$ cat config.mk
export PLATFORM = sky130hd
export DESIGN_NAME = rv32_cpu_issue_aligner
export DESIGN_NICKNAME = d
export VERILOG_FILES = /design/src/rtl/rv32_cpu_pkg.sv /design/src/rtl/rv32_cpu_issue_aligner.sv
export SDC_FILE = /design/constraint.sdc
export NUM_CORES = 1
export LEC_CHECK = 0
export ABC_AREA = 1
export CAP_MARGIN = 10
export CORE_MARGIN = 10
export CORE_UTILIZATION = 43
export CTS_CLUSTER_DIAMETER = 40
export CTS_CLUSTER_SIZE = 16
export DETAILED_ROUTE_END_ITERATION = 10
export HOLD_SLACK_MARGIN = 0.02
export PLACE_DENSITY = 0.87
export SLEW_MARGIN = 20
export SYNTH_ARGS = -nofsm -noshare
export SYNTH_HDL_FRONTEND = slang
export SYNTH_SLANG_ARGS = --single-unit
$ cat constraint.sdc
create_clock -name i_clk -period 2.6 [get_ports i_clk]
set_input_delay 0.39 -clock i_clk [delete_from_list [all_inputs] [get_ports i_clk]]
set_output_delay 0.39 -clock i_clk [all_outputs]
set_load 0.02 [all_outputs]
$ cat src/rtl/rv32_cpu_pkg.sv
// Shared RV32 CPU definitions: issue-aligner state encodings, the 32-bit length marker
// and the PC step sizes for 16-bit and 32-bit instructions.
package rv32_cpu_pkg;

  typedef enum logic [1:0] {
    S_ALIGN = 2'd0,
    S_HALF  = 2'd1,
    S_SKIP  = 2'd2
  } state_e;

  localparam logic [1:0]  ISA_LEN32 = 2'b11;
  localparam logic [31:0] PC_STEP16 = 32'd2;
  localparam logic [31:0] PC_STEP32 = 32'd4;

endpackage

$ cat src/rtl/rv32_cpu_issue_aligner.sv
// Issue aligner: slices 32-bit aligned fetch words into 16/32-bit instructions with PC.
// Define RV32_ISSUE_C_EN for compressed support; otherwise every word issues as 32-bit.
module rv32_cpu_issue_aligner
  import rv32_cpu_pkg::*;
#(
  parameter logic [31:0] RESET_PC = 32'h0000_0000
) (
  input  logic        i_clk,
  input  logic        i_rstn,
  input  logic        i_redirect,
  input  logic [31:0] i_redirect_pc,
  input  logic        i_fetch_valid,
  input  logic [31:0] i_fetch_data,
  input  logic        i_fetch_err,
  output logic        o_fetch_ready,
  output logic        o_valid,
  input  logic        i_ready,
  output logic [31:0] o_instr,
  output logic        o_comp,
  output logic        o_err,
  output logic [31:0] o_pc
);

  logic [31:0] r_pc;
  logic        w_xfer;

  assign o_pc   = r_pc;
  assign w_xfer = o_valid & i_ready;

`ifdef RV32_ISSUE_C_EN
  state_e      r_state;
  state_e      w_state_nxt;
  logic [15:0] r_hbuf;
  logic        r_hbuf_err;
  logic        w_load_hbuf;
  logic        w_word_len32;
  logic        w_hbuf_comp;

  // An errored word is issued whole so the fault is reported at its own PC.
  assign w_word_len32 = (i_fetch_data[1:0] == ISA_LEN32) | i_fetch_err;
  assign w_hbuf_comp  = r_hbuf_err | (r_hbuf[1:0] != ISA_LEN32);

  always_comb begin
    // NOTE: every signal gets a default before the case so no path can infer a latch.
    o_valid       = 1'b0;
    o_instr       = '0;
    o_comp        = 1'b0;
    o_err         = 1'b0;
    o_fetch_ready = 1'b0;
    w_load_hbuf   = 1'b0;
    w_state_nxt   = r_state;
    unique case (r_state)
      S_ALIGN: begin
        o_valid       = i_fetch_valid;
        o_instr       = w_word_len32 ? i_fetch_data : {16'h0000, i_fetch_data[15:0]};
        o_comp        = ~w_word_len32;
        o_err         = i_fetch_err;
        o_fetch_ready = i_fetch_valid & i_ready;
        if (o_fetch_ready && !w_word_len32) begin
          w_load_hbuf = 1'b1;
          w_state_nxt = S_HALF;
        end
      end
      S_HALF: begin
        if (w_hbuf_comp) begin
          o_valid = 1'b1;
          o_instr = {16'h0000, r_hbuf};
          o_comp  = 1'b1;
          o_err   = r_hbuf_err;
          if (i_ready) w_state_nxt = S_ALIGN;
        end else begin
          // Straddling instruction: low half buffered, high half from the new word.
          o_valid       = i_fetch_valid;
          o_instr       = {i_fetch_data[15:0], r_hbuf};
          o_err         = r_hbuf_err | i_fetch_err;
          o_fetch_ready = i_fetch_valid & i_ready;
          w_load_hbuf   = o_fetch_ready;
        end
      end
      S_SKIP: begin
        o_fetch_ready = i_fetch_valid;
        w_load_hbuf   = i_fetch_valid;
        if (i_fetch_valid) w_state_nxt = S_HALF;
      end
      default: w_state_nxt = S_ALIGN;
    endcase
    if (i_redirect) begin
      o_valid       = 1'b0;
      o_fetch_ready = 1'b0;
    end
  end

  // NOTE: sequential state uses non-blocking assignments so all flops update together.
  always_ff @(posedge i_clk or negedge i_rstn) begin
    if (!i_rstn) begin
      r_pc       <= RESET_PC;
      r_state    <= S_ALIGN;
      r_hbuf     <= '0;
      r_hbuf_err <= 1'b0;
    end else if (i_redirect) begin
      r_pc       <= i_redirect_pc & ~32'd1;
      r_hbuf_err <= 1'b0;
      r_state    <= i_redirect_pc[1] ? S_SKIP : S_ALIGN;
    end else begin
      if (w_xfer) r_pc <= r_pc + (o_comp ? PC_STEP16 : PC_STEP32);
      if (w_load_hbuf) begin
        r_hbuf     <= i_fetch_data[31:16];
        r_hbuf_err <= i_fetch_err;
      end
      r_state <= w_state_nxt;
    end
  end

`else
  always_comb begin
    o_valid       = i_fetch_valid & ~i_redirect;
    o_fetch_ready = i_fetch_valid & i_ready & ~i_redirect;
    o_instr       = i_fetch_data;
    o_comp        = 1'b0;
    o_err         = i_fetch_err;
  end

  always_ff @(posedge i_clk or negedge i_rstn) begin
    if (!i_rstn)         r_pc <= RESET_PC;
    else if (i_redirect) r_pc <= i_redirect_pc & ~32'd3;
    else if (w_xfer)     r_pc <= r_pc + PC_STEP32;
  end
`endif

endmodule

Word-level counts from Yosys, hierarchy flattened
Cells that the tools add are included.
{ "classes": {"add_sub_neg": 1, "n_bitwise": 5, "reduce_logical": 1, "mux": 2} }
{ "op_table": {"columns": ["op", "count"], "rows": [
  ["32-bit 2-to-1 mux", 2],
  ["32-bit by 3-bit adder with 32-bit output (second input constant)", 1],
  ["1-bit bitwise AND", 4],
  ["2-bit nonzero test", 1],
  ["1-bit NOT", 1]
]} }
{ "word_totals": {"inputBits": 70, "elab_cells": 10, "reg_bits": 32, "output_inout_bits": 68} }

Depth between registers and ports, before layout
{ "depth": {"ltp_word": 5, "ltp_mapped": 10, "mapped_depth_nobuf": 10} }

Worst setup path before layout
OpenSTA, ideal clock, no wires.
{ "synth_path": {"kind": "reg-to-reg", "startpoint": "reg r_pc[3] (netlist: o_pc[3])", "endpoint": "reg r_pc[30] (netlist: o_pc[30])", "path_slack_ps": 1119, "synth_period_minus_slack_ps": 1481, "setup_ps": 117, "path_buffers": 0, "arrival_ps": 1364, "stages_incl_launch_ff": 9, "path_cell_list": "dfrtp_1 ha_1 nand2_2 nor2_4 nand2_4 nor2_1 nand3_1 nand3_1 nand2_1"} }
{ "synth_between": {"elab_chain_len": 3} }
{ "synth_rtl": {"columns": ["item", "line", "text"], "rows": [
  ["from (decl)", "rv32_cpu_issue_aligner.sv:24", "logic [31:0] r_pc;"],
  ["from (signal assigned)", "rv32_cpu_issue_aligner.sv:125", "else if (i_redirect) r_pc <= i_redirect_pc & ~32'd3;"],
  ["from (signal assigned)", "rv32_cpu_issue_aligner.sv:126", "else if (w_xfer) r_pc <= r_pc + PC_STEP32;"],
  ["32-bit by 3-bit adder with 32-bit output", "rv32_cpu_issue_aligner.sv:126", null],
  ["32-bit 2-to-1 mux", "rv32_cpu_issue_aligner.sv:126", null],
  ["32-bit 2-to-1 mux", "rv32_cpu_issue_aligner.sv:125", null]
]} }
No other way between the ends. The select of a mux whose other input is x is not followed.
A chain may end at the register's enable or synchronous reset.

Worst setup path in the final report
{ "layout_path": {"startpoint": "in i_redirect", "endpoint": "out o_fetch_ready"} }
{ "layout_between": {"elab_chain_len": 2} }
{ "layout_rtl": {"columns": ["item", "line", "text"], "rows": [
  ["from (decl)", "rv32_cpu_issue_aligner.sv:10", "input logic i_redirect,"],
  ["1-bit NOT", "rv32_cpu_issue_aligner.sv:117", "o_fetch_ready = i_fetch_valid & i_ready & ~i_redirect;"],
  ["1-bit bitwise AND", "rv32_cpu_issue_aligner.sv:117", null],
  ["to (decl)", "rv32_cpu_issue_aligner.sv:15", "output logic o_fetch_ready,"]
]} }
No other way between the ends.

==> results.md <==
- Outcome: finished clean
- Layout cell share with drive strength beyond 1: a little under a tenth
- Max Fclk: 464 MHz
- Clock buffer count from CTS: 5
- Setup bufs post-CTS: 0
- Min cycle time layout: between 2 and 2.5 ns
- TNS Setup: 0 ns
- Clock slew at reported path FFs: roughly 0.060 ns
- Crit path capture type: primary output
- R2R setup slack: around 1 ns
- Unrepaired setup endpoints after global routing: no
- Combinational Power Share: about a third
- Required time of the critical path: approximately 2.2 ns
- First-pass GRT wire length: about 12000 µm
- CP dominant cell by count: clkdlybuf4s50_1
- Grt total ovfl: 0
- Distinct cells, synth: 31
- Worst path bufs/invs: 2
- Net Sw Frac: about 36%
- N_diodes: 0
- Mapped cell area: 2570 µm²
- Number of clock sinks: 30
- Peak VDD IR: about 0.23 mV
- CTS tree: done
- Row count: 28
- Worst Setup Start Kind: input port
- Initial antenna violation count: 0
- Period utilisation layout: slightly above 80%
- CP Data Arrival Time: ~1.8 ns
- Hold Buf Count CTS: 0
- Routed vias/inst: between 5 and 6
- Internal: just over 0.0009 W
- GRT Util Overall: around 16%
- Hold Fails Final Rpt: 0
- Ports: roughly 140
- LEAKAGE: around 1.4 nW
- Clock Latency Late Sink: between 0.2 and 0.3 ns
- Register area share after synthesis: 29.2%
- Crit path from: i_redirect
- CP delay by family, top: buffers and inverters
- CORE AREA: around 5900 µm²
- Switching pwr: approximately 0.00053 W
- Worst setup path endpoint: o_fetch_ready
- Clock power share: roughly a quarter
- Critical R2R Launch: o_pc[3]$_DFFE_PN0P_
- Register-to-Register Path Depth: 8
- Initial DRC count: roughly 190
- Pwr/cell area: around 460 nW/µm²
- Clk_skew: 0.00337 ns
- CTS Root Cell: clkbuf_8
- Critical path depth: 3
- H-tree depth: 2
- Global-route track usage on met3: under 10%
- Syn. warnings: 0
- GP Congestion: 0.942
- GR Util met2: 26.0%
- Maximum root-to-sink buffer count: 2
- WL final: 7430 µm
- RR Endpoint: o_pc[24]$_DFFE_PN0P_
- Worst path slowest cell: clkdlybuf4s50_1
- Synthesized area per cell: approximately 6.4 µm²
- Worst min-delay path class: in2async
- CP Max Fanout: 5
- Drc violations: 0
- Layout area overhead: 21.8%
- Sequential Power Share: around two fifths
- First-pass DRT Iterations: 4
- Nets: about 500
- Post-route ant nets: 0
- Die height: slightly below 100 µm
- MaxCap Viol Count: 0
- IO Port Bufs: 66
- GRT Max-Usage Layer: met2
- Post-Synthesis Cells: 403
- Vias: 2590
- Yosys reg bits: 30
- Final Max Tran Viols: 0
- Die width: approximately 97 µm
- Met1 usage: between 10% and 20%
- Drt wl/cell: 14.5 µm
- Post-detail-place hpwl: ~5800 µm
- Final setup vio count: 0
- Util after Layout: 53.4%
- Kind of critical path: in2out
- Slowest stage delay, CP: ~0.62 ns
- Largest net degree at the start of global routing: 37
- Max reg flops: 30
- Vias in the first global route: about 2600
- Initial Util: 43.9%
- Cells along the critical path: clkdlybuf4s50_1 -> nor2_4 -> clkdlybuf4s50_1
- Die ar.: about 9500 µm²
- CTS-repair resized insts: 0
-- cells in the mapped netlist --
library cell | instances | area [µm²]
a211oi_1 | 2 | 15.0
a21oi_1 | 12 | 60.1
a22oi_1 | 1 | 7.51
a311oi_1 | 1 | 8.76
and2_1 | 2 | 12.5
buf_1 | 1 | 3.75
buf_2 | 4 | 20.0
buf_4 | 39 | 293
clkbuf_1 | 2 | 7.51
conb_1 | 1 | 3.75
dfrtp_1 | 30 | 751
ha_1 | 1 | 12.5
inv_1 | 45 | 169
inv_2 | 3 | 11.3
nand2_1 | 108 | 405
nand2_2 | 5 | 31.3
nand2_4 | 1 | 11.3
nand3_1 | 39 | 195
nand3b_1 | 1 | 7.51
nor2_1 | 53 | 199
nor2_2 | 8 | 50.1
nor2_4 | 6 | 67.6
nor3_1 | 3 | 15.0
nor3_2 | 1 | 10.0
o211ai_1 | 1 | 7.51
o21a_1 | 1 | 7.51
o21ai_0 | 17 | 85.1
o21bai_1 | 3 | 22.5
o22ai_1 | 6 | 37.5
or2_2 | 5 | 31.3
xnor2_1 | 1 | 8.76
-- cell families (layout without fill, tap and decap cells) --
family	after synthesis	count (layout)	synth area share [%]
AOI/OAI and AO/OA	44	44	9.80
xor gates and xnor gates	1	1	0.341
adders and majority gates	1	1	0.487
buffers and inverters	94	127	19.6
DFF	30	30	29.2
other	1	3	0.146
and+or+nand+nor	232	232	40.4
-- power by group through the flow --
stage / clock network [W] / registers [W] / logic (W)
floorplan: 0 / 0.000648 / 0.000285
global placement: 0 / 0.000598 / 0.000482
detailed placement: 0 / 0.000600 / 0.000493
CTS: 0.000372 / 0.000592 / 0.000495
global route: 0.000393 / 0.000604 / 0.000540
finish: 0.000367 / 0.000593 / 0.000492
-- area by class of cell --
cell class | instances | area, µm²
clock buffers | 7 | 76.3
fillers | 554 | 2720
inverters | 48 | 180
multi-input cells | 281 | 1320
flip-flops and latches | 30 | 751
well taps | 75 | 93.8
repair buffers | 72 | 706
-- worst min path at each step --
stage	from	to	slack [ns]	cells after the start
global route	i_rstn	o_pc[14]$_DFFE_PN0P_	0.55	2
detailed placement	o_pc[4]$_DFFE_PN0P_	o_pc[4]$_DFFE_PN0P_	0.59	2
floorplan	i_rstn	o_pc[10]$_DFFE_PN0P_	0.09	0
CTS	i_rstn	o_pc[14]$_DFFE_PN0P_	0.51	2
global placement	o_pc[4]$_DFFE_PN0P_	o_pc[4]$_DFFE_PN0P_	0.58	2
finish	i_rstn	o_pc[14]$_DFFE_PN0P_	0.49	2
-- cells in the final DEF (no fill, tap or decap), types with 5 or more instances in the layout --
cell type,instances
nor2_2,8
nand2_1,108
a21oi_1,12
nor2_4,6
nand3_1,39
clkdlybuf4s50_1,66
nor2_1,53
nand2_2,5
inv_1,45
or2_2,5
o22ai_1,6
buf_4,6
o21ai_0,17
clkbuf_8,5
dfrtp_1,30
-- metrics by stage --
step	area (µm²)	std cells	setup slack [ns]	hold WS, ns	power, W
after floorplan	2570	405	1.12	0.0944	0.000933
after global placement	3050	506	0.427	0.579	0.00108
after detailed placement	3050	506	0.432	0.592	0.00109
after CTS	3130	513	0.429	0.506	0.00146
after global routing	3130	513	0.386	0.546	0.00154
final	3130	513	0.443	0.485	0.00145
-- worst reg2reg max path: stages (launching register included) --
cell and delay, ns:
dfrtp_1 0.41, ha_1 0.22, nand2_2 0.10, nor2_4 0.18, nand2_1 0.11, nor2_1 0.22, nand3_1 0.10, nand3_1 0.09
nand2_1 0.05
-- metal layers --
metal	up-vias	wire (µm)
met1	1173	2990
met3	13	649
met4	0	134
li1	1294	-
met2	110	3650
met5	-	0
(Power assumes the default switching activity.)
